File: src/rtl/mem_access_ctrl.sv
// MEM-stage data-memory access controller: issues one request per load/store,
// holds the pipeline until completion, and retires results/errors to MEM/WB.
module mem_access_ctrl (
  input  logic        clk,
  input  logic        rst,
  input  logic        in_valid,
  input  logic [4:0]  mem_wd,
  input  logic        mem_wreg,
  input  logic [31:0] mem_wdata,
  input  logic [7:0]  mem_aluop,
  input  logic [31:0] mem_mem_addr,
  input  logic [31:0] mem_reg2,
  output logic        dm_req,
  output logic        dm_we,
  output logic [31:0] dm_addr,
  output logic [3:0]  dm_be,
  output logic [31:0] dm_wdata,
  input  logic        dm_ack,
  input  logic [31:0] dm_rdata,
  output logic        wb_valid,
  output logic        wb_wreg,
  output logic [4:0]  wb_wd,
  output logic [31:0] wb_wdata,
  output logic        stall_req,
  output logic        addr_err,
  output logic        bus_err,
  output logic [31:0] bad_vaddr
);
  localparam logic [7:0] OP_LB = 8'hE0, OP_LH = 8'hE1, OP_LW = 8'hE3, OP_LBU = 8'hE4,
                         OP_LHU = 8'hE5, OP_SB = 8'hE8, OP_SH = 8'hE9, OP_SW = 8'hEB;
  localparam logic [7:0] WDOG_LAST = 8'd254;

  typedef enum logic [1:0] {IDLE, BUSY, DONE} state_t;

  state_t      state_q, state_d;
  logic [7:0]  wdog_q, wdog_d;
  logic [7:0]  op_q, op_d;
  logic [31:0] addr_q, addr_d;
  logic        dm_req_q, dm_req_d, dm_we_q, dm_we_d;
  logic [31:0] dm_addr_q, dm_addr_d, dm_wdata_q, dm_wdata_d;
  logic [3:0]  dm_be_q, dm_be_d;
  logic        wb_valid_q, wb_valid_d, wb_wreg_q, wb_wreg_d;
  logic [4:0]  wb_wd_q, wb_wd_d, wd_q, wd_d;
  logic        wreg_q, wreg_d;
  logic [31:0] wb_wdata_q, wb_wdata_d;
  logic        addr_err_q, addr_err_d, bus_err_q, bus_err_d;
  logic [31:0] bad_vaddr_q, bad_vaddr_d;

  logic        is_mem, is_store, misaligned, op_q_store;
  logic [7:0]  rd_byte;
  logic [15:0] rd_half;
  logic [31:0] load_data;

  always_comb begin
    is_mem   = 1'b0;
    is_store = 1'b0;
    case (mem_aluop)
      OP_LB, OP_LBU:  is_mem = 1'b1;
      OP_LH, OP_LHU:  is_mem = 1'b1;
      OP_LW:          is_mem = 1'b1;
      OP_SB, OP_SH, OP_SW: begin is_mem = 1'b1; is_store = 1'b1; end
      default: ;
    endcase
    misaligned = ((mem_aluop == OP_LH || mem_aluop == OP_LHU || mem_aluop == OP_SH) && mem_mem_addr[0])
              || ((mem_aluop == OP_LW || mem_aluop == OP_SW) && (mem_mem_addr[1:0] != 2'b00));
  end

  // Combinational so EX/MEM freezes in the same cycle the access is seen.
  assign stall_req = ~rst & in_valid & is_mem & (state_q != DONE) & ~misaligned;

  // Little-endian lane extraction for the retiring load.
  always_comb begin
    case (addr_q[1:0])
      2'd0:    rd_byte = dm_rdata[7:0];
      2'd1:    rd_byte = dm_rdata[15:8];
      2'd2:    rd_byte = dm_rdata[23:16];
      default: rd_byte = dm_rdata[31:24];
    endcase
    rd_half = addr_q[1] ? dm_rdata[31:16] : dm_rdata[15:0];
    case (op_q)
      OP_LB:   load_data = {{24{rd_byte[7]}}, rd_byte};
      OP_LBU:  load_data = {24'h0, rd_byte};
      OP_LH:   load_data = {{16{rd_half[15]}}, rd_half};
      OP_LHU:  load_data = {16'h0, rd_half};
      default: load_data = dm_rdata;
    endcase
    op_q_store = (op_q == OP_SB) || (op_q == OP_SH) || (op_q == OP_SW);
  end

  always_comb begin
    state_d     = state_q;
    wdog_d      = wdog_q;
    op_d        = op_q;
    addr_d      = addr_q;
    wd_d        = wd_q;
    wreg_d      = wreg_q;
    dm_req_d    = dm_req_q;
    dm_we_d     = dm_we_q;
    dm_addr_d   = dm_addr_q;
    dm_be_d     = dm_be_q;
    dm_wdata_d  = dm_wdata_q;
    wb_valid_d  = 1'b0;
    wb_wreg_d   = wb_wreg_q;
    wb_wd_d     = wb_wd_q;
    wb_wdata_d  = wb_wdata_q;
    addr_err_d  = 1'b0;
    bus_err_d   = 1'b0;
    bad_vaddr_d = bad_vaddr_q;
    case (state_q)
      IDLE: if (in_valid) begin
        if (!is_mem) begin
          wb_valid_d = 1'b1;
          wb_wd_d    = mem_wd;
          wb_wreg_d  = mem_wreg;
          wb_wdata_d = mem_wdata;
        end else if (misaligned) begin
          wb_valid_d  = 1'b1;
          wb_wd_d     = mem_wd;
          wb_wreg_d   = 1'b0;
          wb_wdata_d  = 32'h0;
          addr_err_d  = 1'b1;
          bad_vaddr_d = mem_mem_addr;
        end else begin
          state_d    = BUSY;
          wdog_d     = 8'd0;
          op_d       = mem_aluop;
          addr_d     = mem_mem_addr;
          wd_d       = mem_wd;
          wreg_d     = mem_wreg & ~is_store;
          dm_req_d   = 1'b1;
          dm_we_d    = is_store;
          dm_addr_d  = {mem_mem_addr[31:2], 2'b00};
          dm_be_d    = 4'b1111;
          dm_wdata_d = mem_reg2;
          if (mem_aluop == OP_SB) begin
            dm_be_d    = 4'b0001 << mem_mem_addr[1:0];
            dm_wdata_d = {4{mem_reg2[7:0]}};
          end else if (mem_aluop == OP_SH) begin
            dm_be_d    = mem_mem_addr[1] ? 4'b1100 : 4'b0011;
            dm_wdata_d = {2{mem_reg2[15:0]}};
          end
        end
      end
      BUSY: begin
        // Ack takes priority over a watchdog expiry on the same edge.
        if (dm_ack) begin
          state_d    = DONE;
          dm_req_d   = 1'b0;
          wb_valid_d = 1'b1;
          wb_wd_d    = wd_q;
          wb_wreg_d  = wreg_q & ~op_q_store;
          wb_wdata_d = load_data;
        end else if (wdog_q == WDOG_LAST) begin
          state_d     = DONE;
          dm_req_d    = 1'b0;
          wb_valid_d  = 1'b1;
          wb_wd_d     = wd_q;
          wb_wreg_d   = 1'b0;
          bus_err_d   = 1'b1;
          bad_vaddr_d = addr_q;
        end else begin
          wdog_d = wdog_q + 8'd1;
        end
      end
      default: state_d = IDLE;
    endcase
  end

  always_ff @(posedge clk) begin
    if (rst) begin
      state_q     <= IDLE;
      wdog_q      <= 8'd0;
      op_q        <= 8'd0;
      addr_q      <= 32'h0;
      wd_q        <= 5'd0;
      wreg_q      <= 1'b0;
      dm_req_q    <= 1'b0;
      dm_we_q     <= 1'b0;
      dm_addr_q   <= 32'h0;
      dm_be_q     <= 4'h0;
      dm_wdata_q  <= 32'h0;
      wb_valid_q  <= 1'b0;
      wb_wreg_q   <= 1'b0;
      wb_wd_q     <= 5'd0;
      wb_wdata_q  <= 32'h0;
      addr_err_q  <= 1'b0;
      bus_err_q   <= 1'b0;
      bad_vaddr_q <= 32'h0;
    end else begin
      state_q     <= state_d;
      wdog_q      <= wdog_d;
      op_q        <= op_d;
      addr_q      <= addr_d;
      wd_q        <= wd_d;
      wreg_q      <= wreg_d;
      dm_req_q    <= dm_req_d;
      dm_we_q     <= dm_we_d;
      dm_addr_q   <= dm_addr_d;
      dm_be_q     <= dm_be_d;
      dm_wdata_q  <= dm_wdata_d;
      wb_valid_q  <= wb_valid_d;
      wb_wreg_q   <= wb_wreg_d;
      wb_wd_q     <= wb_wd_d;
      wb_wdata_q  <= wb_wdata_d;
      addr_err_q  <= addr_err_d;
      bus_err_q   <= bus_err_d;
      bad_vaddr_q <= bad_vaddr_d;
    end
  end

  assign dm_req    = dm_req_q;
  assign dm_we     = dm_we_q;
  assign dm_addr   = dm_addr_q;
  assign dm_be     = dm_be_q;
  assign dm_wdata  = dm_wdata_q;
  assign wb_valid  = wb_valid_q;
  assign wb_wreg   = wb_wreg_q;
  assign wb_wd     = wb_wd_q;
  assign wb_wdata  = wb_wdata_q;
  assign addr_err  = addr_err_q;
  assign bus_err   = bus_err_q;
  assign bad_vaddr = bad_vaddr_q;
endmodule

File: config.mk
export PLATFORM = sky130hd
export DESIGN_NAME = mem_access_ctrl
export DESIGN_NICKNAME = d
export VERILOG_FILES = /design/src/rtl/mem_access_ctrl.sv
export SDC_FILE = /design/constraint.sdc
export NUM_CORES = 1
export LEC_CHECK = 0
export CORE_MARGIN = 2
export CORE_UTILIZATION = 35
export DETAILED_ROUTE_END_ITERATION = 16
export PLACE_DENSITY = 0.66
export SETUP_SLACK_MARGIN = 0.1
export SLEW_MARGIN = 5
export SYNTH_ARGS = -nofsm -noshare
export SYNTH_HDL_FRONTEND = slang
export SYNTH_SLANG_ARGS = --single-unit
File: constraint.sdc
create_clock -name clk -period 5.7 [get_ports clk]
set_input_delay 1.14 -clock clk [delete_from_list [all_inputs] [get_ports clk]]
set_output_delay 1.14 -clock clk [all_outputs]
set_load 0.02 [all_outputs]
**Word level (Yosys, flattened, before mapping)**

Index checks and enable logic that the tools add are counted.

- $add $sub $neg: 1
- Multipliers: 0
- Divide/modulo/power cells: 0
- Magnitude comparators: 0
- Eq/ne operators: 30
- Shift operators: 1
- Multiplexer cells: 56
- Bitwise operators: 14
- Reduce and logical (&&, ||, !) cells: 23

Operators with widths:

| operator | number |
|---|---|
| two-way mux 32 bit | 11 |
| equality test 8 bit (second input constant) | 16 |
| case mux 32 bit (2 select lines) | 2 |
| case mux 32 bit (4 select lines) | 1 |
| two-way mux 8 bit | 5 |
| two-way mux 5 bit | 5 |
| case mux 8 bit (3 select lines) | 1 |
| != test 2 bit (second input constant) | 9 |
| two-way mux 1 bit | 16 |
| two-way mux 16 bit | 1 |
| case mux 8 bit (2 select lines) | 1 |
| AND reduction 4 bit | 4 |
| two-way mux 4 bit | 3 |
| AND reduction 6 bit | 2 |
| two-way mux 2 bit | 5 |
| case mux 5 bit (2 select lines) | 1 |
| adder 8 x 1 -> 8 bit (second input constant) | 1 |
| inverter 1 bit | 8 |
| OR reduction 8 bit | 1 |
| bitwise AND 1 bit | 6 |
| logical OR 1 bit | 6 |
| != test 3 bit (second input constant) | 2 |
| case mux 1 bit (2 select lines) | 3 |
| OR reduction 3 bit | 2 |
| other kinds (9) | 13 |

- Register bits: 197
- Bits in latches: 0
- Memory bits (writable): 0
- ROM bits: 0
- Input bits: 146
- Output and inout bits: 144
- Word-level logic and storage cells: 143
- Memories: 0

**Logic depth before layout (Yosys ltp)**

Gate-level depths: netlist (run 1).

- Word-level depth: 9
- Depth in mapped cells: 9
- Mapped depth without buffers: 7

**Worst setup path after synthesis (run 1)**

OpenSTA, ideal clock, no wires.

- Path kind: input-to-output
- Start point: in mem_aluop[4]
- End point: out stall_req
- Arrival: 2.715 ns
- Required time: 4.560 ns
- Path slack: 1.845 ns
- Stages on the path: 4
- Buffers on the path: 0
- Path through: nand4b_1 a221oi_2 nand2_1 nor4b_1

- Cells in the longest elaborated chain, start to end: 7
- Elaborated cells between the ends (all ways): 20
- Those cells by class: eq/ne (8); mux (1); bitwise (4); reduce/logical (7)

RTL lines:

| what | line | RTL |
|---|---|---|
| from (decl) | 10 | `input logic [7:0] mem_aluop,` |
| branches (longest 6 deep; another with equality test 8 bit) | n/a |  |
| bitwise AND 1 bit (*) | 69 | `assign stall_req = ~rst & in_valid & is_mem & (state_q != DONE) & ~misaligned;` |
| to (decl) | 24 | `output logic stall_req,` |

Mark *: on every way between the ends.

**Worst setup path in the final report (run 1)**

- Start point: in mem_aluop[0]
- End point: out stall_req

The elaborated chain is that of the path after synthesis.

==> results of run 1 <==
per-layer routing:
| layer | track usage, % | share of wire [%] | vias up |
|---|---|---|---|
| met5 | 0 | 0.050 | - |
| met2 | 33.2 | 47 | 269 |
| met4 | 7.82 | 3.2 | 2 |
| met3 | 4.50 | 6.2 | 51 |
| li1 | - | - | 3896 |
| met1 | 27.2 | 44 | 3640 |
Yosys cell counts (3+ instances only):
cell and number:
buf_6 3, o21ai_1 3, nand3_1 7, o211ai_1 9
nor3_1 29, buf_2 26, a21oi_1 85, inv_1 9
nor2_1 70, a311oi_1 42, buf_4 32, nand2_1 243
o21ai_0 21, nor2b_1 22, a21o_1 32, buf_1 5
mux4_2 7, nand2b_1 7, a211oi_1 29, dfxtp_1 167
a221oi_1 12, clkbuf_1 53, mux2i_1 24, a31oi_1 3
and2_1 6, a32o_1 17
power breakdown:
part | internal [W] | switching, W
registers | 0.00119 | 0.0000130
logic | 0.000171 | 0.000145
clock network | 0.000604 | 0.000537
total | 0.00197 | 0.000695
cell families after synthesis:
| group | synth area share (%) |
|---|---|
| and+or+nand+nor | 21.3 |
| AOI/OAI and AO/OA | 23.4 |
| DFF | 41.4 |
| buffers and inverters | 8.12 |
| muxes | 5.21 |
| adders and majority gates | 0.310 |
| xor gates and xnor gates | 0.217 |
| other | 0.0464 |
cell usage in the layout (no fill, tap or decap), types with 3 or more instances in the layout:
master	Yosys	layout
inv_8	0	5
o21ai_1	3	3
nand2_1	243	243
a311oi_1	42	42
mux2i_1	24	24
clkdlybuf4s50_1	0	286
and2_1	6	6
nand3_1	7	6
nor2b_1	22	21
a21o_1	32	32
a211oi_1	29	29
nor2_1	70	70
nor3_1	29	28
a21oi_1	85	85
mux4_2	7	7
clkbuf_16	0	17
dfxtp_1	167	167
a32o_1	17	16
buf_4	32	14
o211ai_1	9	9
inv_6	0	4
inv_1	9	9
o21ai_0	21	21
nand2b_1	7	6
a221oi_1	12	12
a31oi_1	3	3
cell type report:
class                      count  area share, %
tap                          285           3.13
clock buffer                  19           3.97
clock inverter                13           1.09
timing repair buffer         300           26.0
sequential                   167           29.3
inverter                       9          0.296
multi-input combinational    708           36.1
path summary, 6_finish.rpt:
check                           cells after the start      endpoint  slack (ps)
worst min register to register                      1  wb_wdata[10]         450
worst max register to register                      6  wb_wdata[27]        2820
worst min-delay path                                1  wb_wdata[10]         450
worst max-delay path                                6     stall_req         700
registers in the layout, indices dropped and copies added (netlist names), 5 cells and up:
register / cells
op_q: 8
addr_q: 31
wb_wd: 5
dm_wdata: 32
wdog_q: 8
bad_vaddr: 32
wd_q: 5
wb_wdata: 32
per-stage QoR:
stage	hold slack [ps]	total power [W]
2_1_floorplan	432	0.00136
4_1_cts	453	0.00269
5_1_grt	471	0.00276
3_3_place_gp	433	0.00154
3_5_place_dp	442	0.00155
6_report	452	0.00266
==> results.toml, run 1 <==
[final_layout]
multi_input_comb_area_sq_mm = 0.00412
synthToLayoutAreaGrowth_pct = 41.1
final_util_pct = 50.3
diodes = 0
fillers = 2159
post-route-cell-area_sq_mm = 0.0114
regArea_sq_mm = 0.00334
drive_gt1_share_pct = 5.43
instances_no_fill = 1501
fin_nets = 1351

[cts]
htree_levels = 4
cts_sinks = 167
cts_made_buffers = 17
clockBufferDepth = 2
clock_latency_ps = 420
cts_setup_buffers = 0
tritoncts = "built"
cts_root_buffer = "clkbuf_16"
cts_resized = 0
path_clk_slew_ps = 70
cts_hold_buf = 0

[place]
numPortBuffers = 287
place_area_sq_mm = 0.0108
dp_hpwl_microns = 17800
gp_congestion = 0.823
dp_worst_setup_slack_ps = 788
place_inst = 1469

[worst_setup_path]
path_buf_inv = 2
worst_r2r_startpoint = "op_q[4]"
cp_top_family = "buffers and inverters"
critPathLaunchType = "primary input"
worstSetupEndpointType = "output pin"
critPathMostFrequentCell = "clkdlybuf4s50_1"
arrival_ps = 3860
cpPeakStageDelay_ps = 720
crit_chain = "clkdlybuf4s50_1, nand2b_1, a221oi_2, nand2_1, nor4b_1, clkdlybuf4s50_1"
critPathKind = "primary input to output pin"
cp-startpoint = "mem_aluop[0]"
path_max_fanout = 10
crit_slowest_cell = "clkdlybuf4s50_1"
worstPathRequired_ps = 4560

[sta]
fin_skew_ps = 9.49
setup_viol = 0
slew_viol_final = 0
max-slew-margin-rel_pct = 25.6
fmax_ghz = 0.200
min_period_over_period_pct = 87.8
worst_slew_pin_slew_ps = 1110
hold_viol = 0
period_minus_slack_ps = 5000
rsz0062_at_grt = "no"
post-route-worst-setup-slack_ps = 695
fin_tns_setup_ps = 0

[floorplanning]
initial_utilization_pct = 35.7
boundaryPins = 290
die_w_microns = 156
die_h_microns = 156
die_area_sq_mm = 0.0243
num_rows = 55
core-area_sq_mm = 0.0226

[global_route]
grt_max_degree = 89
grt_use_total_pct = 20.6
grt_antenna_before_repair = 1
grt_pass1_vias = 7311
gr-total-overflow = 0
grt_first_pass_wirelength_microns = 40000

[route]
drc_errors = 0
dr_total_vias = 7858
viasPerCell = 5.24
drt_iter0_markers = 530
first_pass_iters = 4
antenna_left = 0
wl_microns = 25800
wl_per_cell_microns = 17.2

[synth]
ys_ff_latch = 167
synth_ff_type = "dfxtp_1"
synth_area_leaders = "dfxtp_1, nand2_1, a21oi_1, a311oi_1, nor2_1"
synth_top_area_share_pct = 41.4
synthesis.area_sq_mm = 0.00807
synth_largest_area_cell = "dfxtp_1"
yosysSeqAreaShare_pct = 41.4
synth_warnings = 0
synthCells = 1002
synth.distinct_cells = 55
synth-edff-count = 0
avgSynthCellArea_sq_um = 8.06
async_reset_ff_share_pct = 0

[worst_hold_path]
hold_path.class = "flip-flop to flip-flop"
holdCritStartpoint = "wb_wdata[10]"

[pwr]
leakage_nw = 3.96
max-vdd-ir-drop_mv = 0.178
power.density_mw_per_mm2 = 233

[flow_run]
maxCapViolCount = 0

[status]
outcome = "finished, final reports clean"
(Power assumes the default switching activity.)
==> run 2, diff against run 1 <==
--- a/config.mk
+++ b/config.mk
@@ -5,7 +5,7 @@
 export SDC_FILE = /design/constraint.sdc
 export NUM_CORES = 1
 export LEC_CHECK = 0
-export CORE_MARGIN = 2
+export CORE_MARGIN = 4
 export CORE_UTILIZATION = 35
 export DETAILED_ROUTE_END_ITERATION = 16
 export PLACE_DENSITY = 0.66
==> run 2 against run 1 <==
Fmax up 0.71%. Final cell count about the same. Combinational power about the same. Routed wire length up 0.81%. First-iteration DRC count down 10%. Die area up 5.2%. Clock power up 8%. Highest routed layer is now met4.
==> results.toml, run 2 (synthesis gave the netlist of run 1 again) <==
[worst_setup_path]
critPathMostFrequentCell = "clkdlybuf4s50_1"
critPathLaunchType = "primary input"
crit_path_end = "stall_req"
worstPathRequired_ps = 4560
r2r_slack_ps = 3040
worst_r2r_startpoint = "state_q[0]"
crit_slowest_cell = "clkdlybuf4s50_1"
r2r_cells = 5
reg2reg_to = "op_q[3]"
path_max_fanout = 9
cpPeakStageDelay_ps = 760
critPathKind = "primary input to output pin"
cp-startpoint = "mem_aluop[0]"
worstSetupEndpointType = "output pin"
arrival_ps = 3830
crit_chain = "clkdlybuf4s50_1, nand2b_1, a221oi_2, nand2_1, nor4b_1, clkdlybuf4s50_1"

[pwr]
p_comb_share_pct = 11.5
p_switching_w = 0.000652
p_int_w = 0.00209
leakage_nw = 4.00
pwr-share-clk_pct = 44.6
pwr-share-seq_pct = 43.8
power.density_mw_per_mm2 = 240
switching_share_pct = 23.7
total_power_w = 0.00275
max-vdd-ir-drop_mv = 0.156

[global_route]
grt_pass1_vias = 7306
grt_antenna_before_repair = 0
grt_use_total_pct = 19.5
grt_first_pass_wirelength_microns = 41000
grt_max_degree = 98
gr-total-overflow = 0

[place]
place_area_sq_mm = 0.0108
numPortBuffers = 287
dp_hpwl_microns = 18400
place_inst = 1470
gp_congestion = 0.834

[cts]
cts_setup_buffers = 0
cts_made_buffers = 17
path_clk_slew_ps = 60
htree_levels = 4
clockBufferDepth = 2
cts_root_buffer = "clkbuf_16"
cts_sinks = 167
tritoncts = "built"
cts_resized = 0
clock_latency_ps = 420
cts_hold_buf = 0

[floorplanning]
die_h_microns = 160
initial_utilization_pct = 35.7
die_w_microns = 160
die_area_sq_mm = 0.0256
core-area_sq_mm = 0.0226
boundaryPins = 290
num_rows = 55

[final_layout]
post-route-cell-area_sq_mm = 0.0115
multi_input_comb_area_sq_mm = 0.00412
regArea_sq_mm = 0.00334
most-common-layout-cells = "clkdlybuf4s50_1, nand2_1, dfxtp_1, a21oi_1, nor2_1"
fillers = 2178
instances_no_fill = 1502
fin_nets = 1352
drive_gt1_share_pct = 5.51
diodes = 0
synthToLayoutAreaGrowth_pct = 41.9
layout_commonest_cell = "clkdlybuf4s50_1"

[route]
wl_per_cell_microns = 17.3
viasPerCell = 5.22
dr_total_vias = 7834
wl_met2_microns = 12600
first_pass_iters = 5
highest_layer = "met4"
routed-wl-met3_microns = 1500
drc_errors = 0
drt_iter0_markers = 477
met1_length_microns = 11400
antenna_left = 0
wl_microns = 26000

[sta]
rsz0062_at_grt = "no"
worst_slew_pin_slew_ps = 1060
holdWs_ps = 449
fmax_ghz = 0.201
fin_tns_setup_ps = 0
max-slew-margin-rel_pct = 29.4
fin_skew_ps = 11.5
min_period_over_period_pct = 87.2
hold_viol = 0
setup_viol = 0
period_minus_slack_ps = 4970
slew_viol_final = 0

[status]
outcome = "finished, final reports clean"

[worst_hold_path]
hold_path.class = "flip-flop to flip-flop"

[flow_run]
maxCapViolCount = 0
run 2: cell types whose count changed in the layout (fill, tap and decap cells not counted), sizes merged:
cell	before	now
buf	14	15
clkinvlp	2	1
inv	18	12
clkbuf	19	20
clkinv	2	5
bufinv	0	3
run 2: layer usage:
| layer | vias to the layer above | GRT usage [%] |
|---|---|---|
| met3 | 28 | 4.39 |
| met4 | 0 | 5.48 |
| met1 | 3668 | 25.5 |
| met5 | - | 0 |
| met2 | 233 | 32.4 |
| li1 | 3905 | - |
run 2: how the worst min path moves through the flow:
| stage | startpoint | end | cells after the start |
|---|---|---|---|
| final | wd_q[0] | wd_q[0] | 2 |
| after global routing | dm_wdata[24] | dm_wdata[24] | 2 |
| after CTS | wd_q[4] | wd_q[4] | 2 |
| after detailed placement | wb_wdata[0] | wb_wdata[0] | 1 |
| after global placement | wb_wdata[11] | wb_wdata[11] | 1 |
| after floorplan | wd_q[0] | wd_q[0] | 2 |
run 2: stage by stage:
| stage | worst slack (ps) | utilization [%] |
|---|---|---|
| final | 731 | 50.6 |
| after floorplan | 1850 | - |
| after CTS | 755 | 50.6 |
| after global placement | 806 | 47.8 |
| after detailed placement | 762 | 47.8 |
| after global routing | 513 | 50.6 |
run 2: cell type report:
cell class / count / area share (%)
flip-flops and latches: 167 / 29.2
clock inverters: 12 / 1.43
inverters: 9 / 0.295
well taps: 285 / 3.11
repair buffers: 301 / 26.0
clock buffers: 20 / 4.07
multi-input cells: 708 / 35.9
run 2: power groups by stage:
stage	Combinational [W]	Sequential, W	Clock, W
5_1_grt	0.000337	0.00121	0.00132
3_3_place_gp	0.000314	0.00123	0
3_5_place_dp	0.000316	0.00123	0
2_1_floorplan	0.000105	0.00126	0
6_report	0.000316	0.00120	0.00123
4_1_cts	0.000317	0.00120	0.00126
run 2: worst max-delay path: cells and delay by family:
| kind | cells | cell delay [ps] |
|---|---|---|
| buffers and inverters | 2 | 1470 |
| AO/OA/AOI/OAI | 1 | 480 |
| AND/OR/NAND/NOR | 3 | 750 |
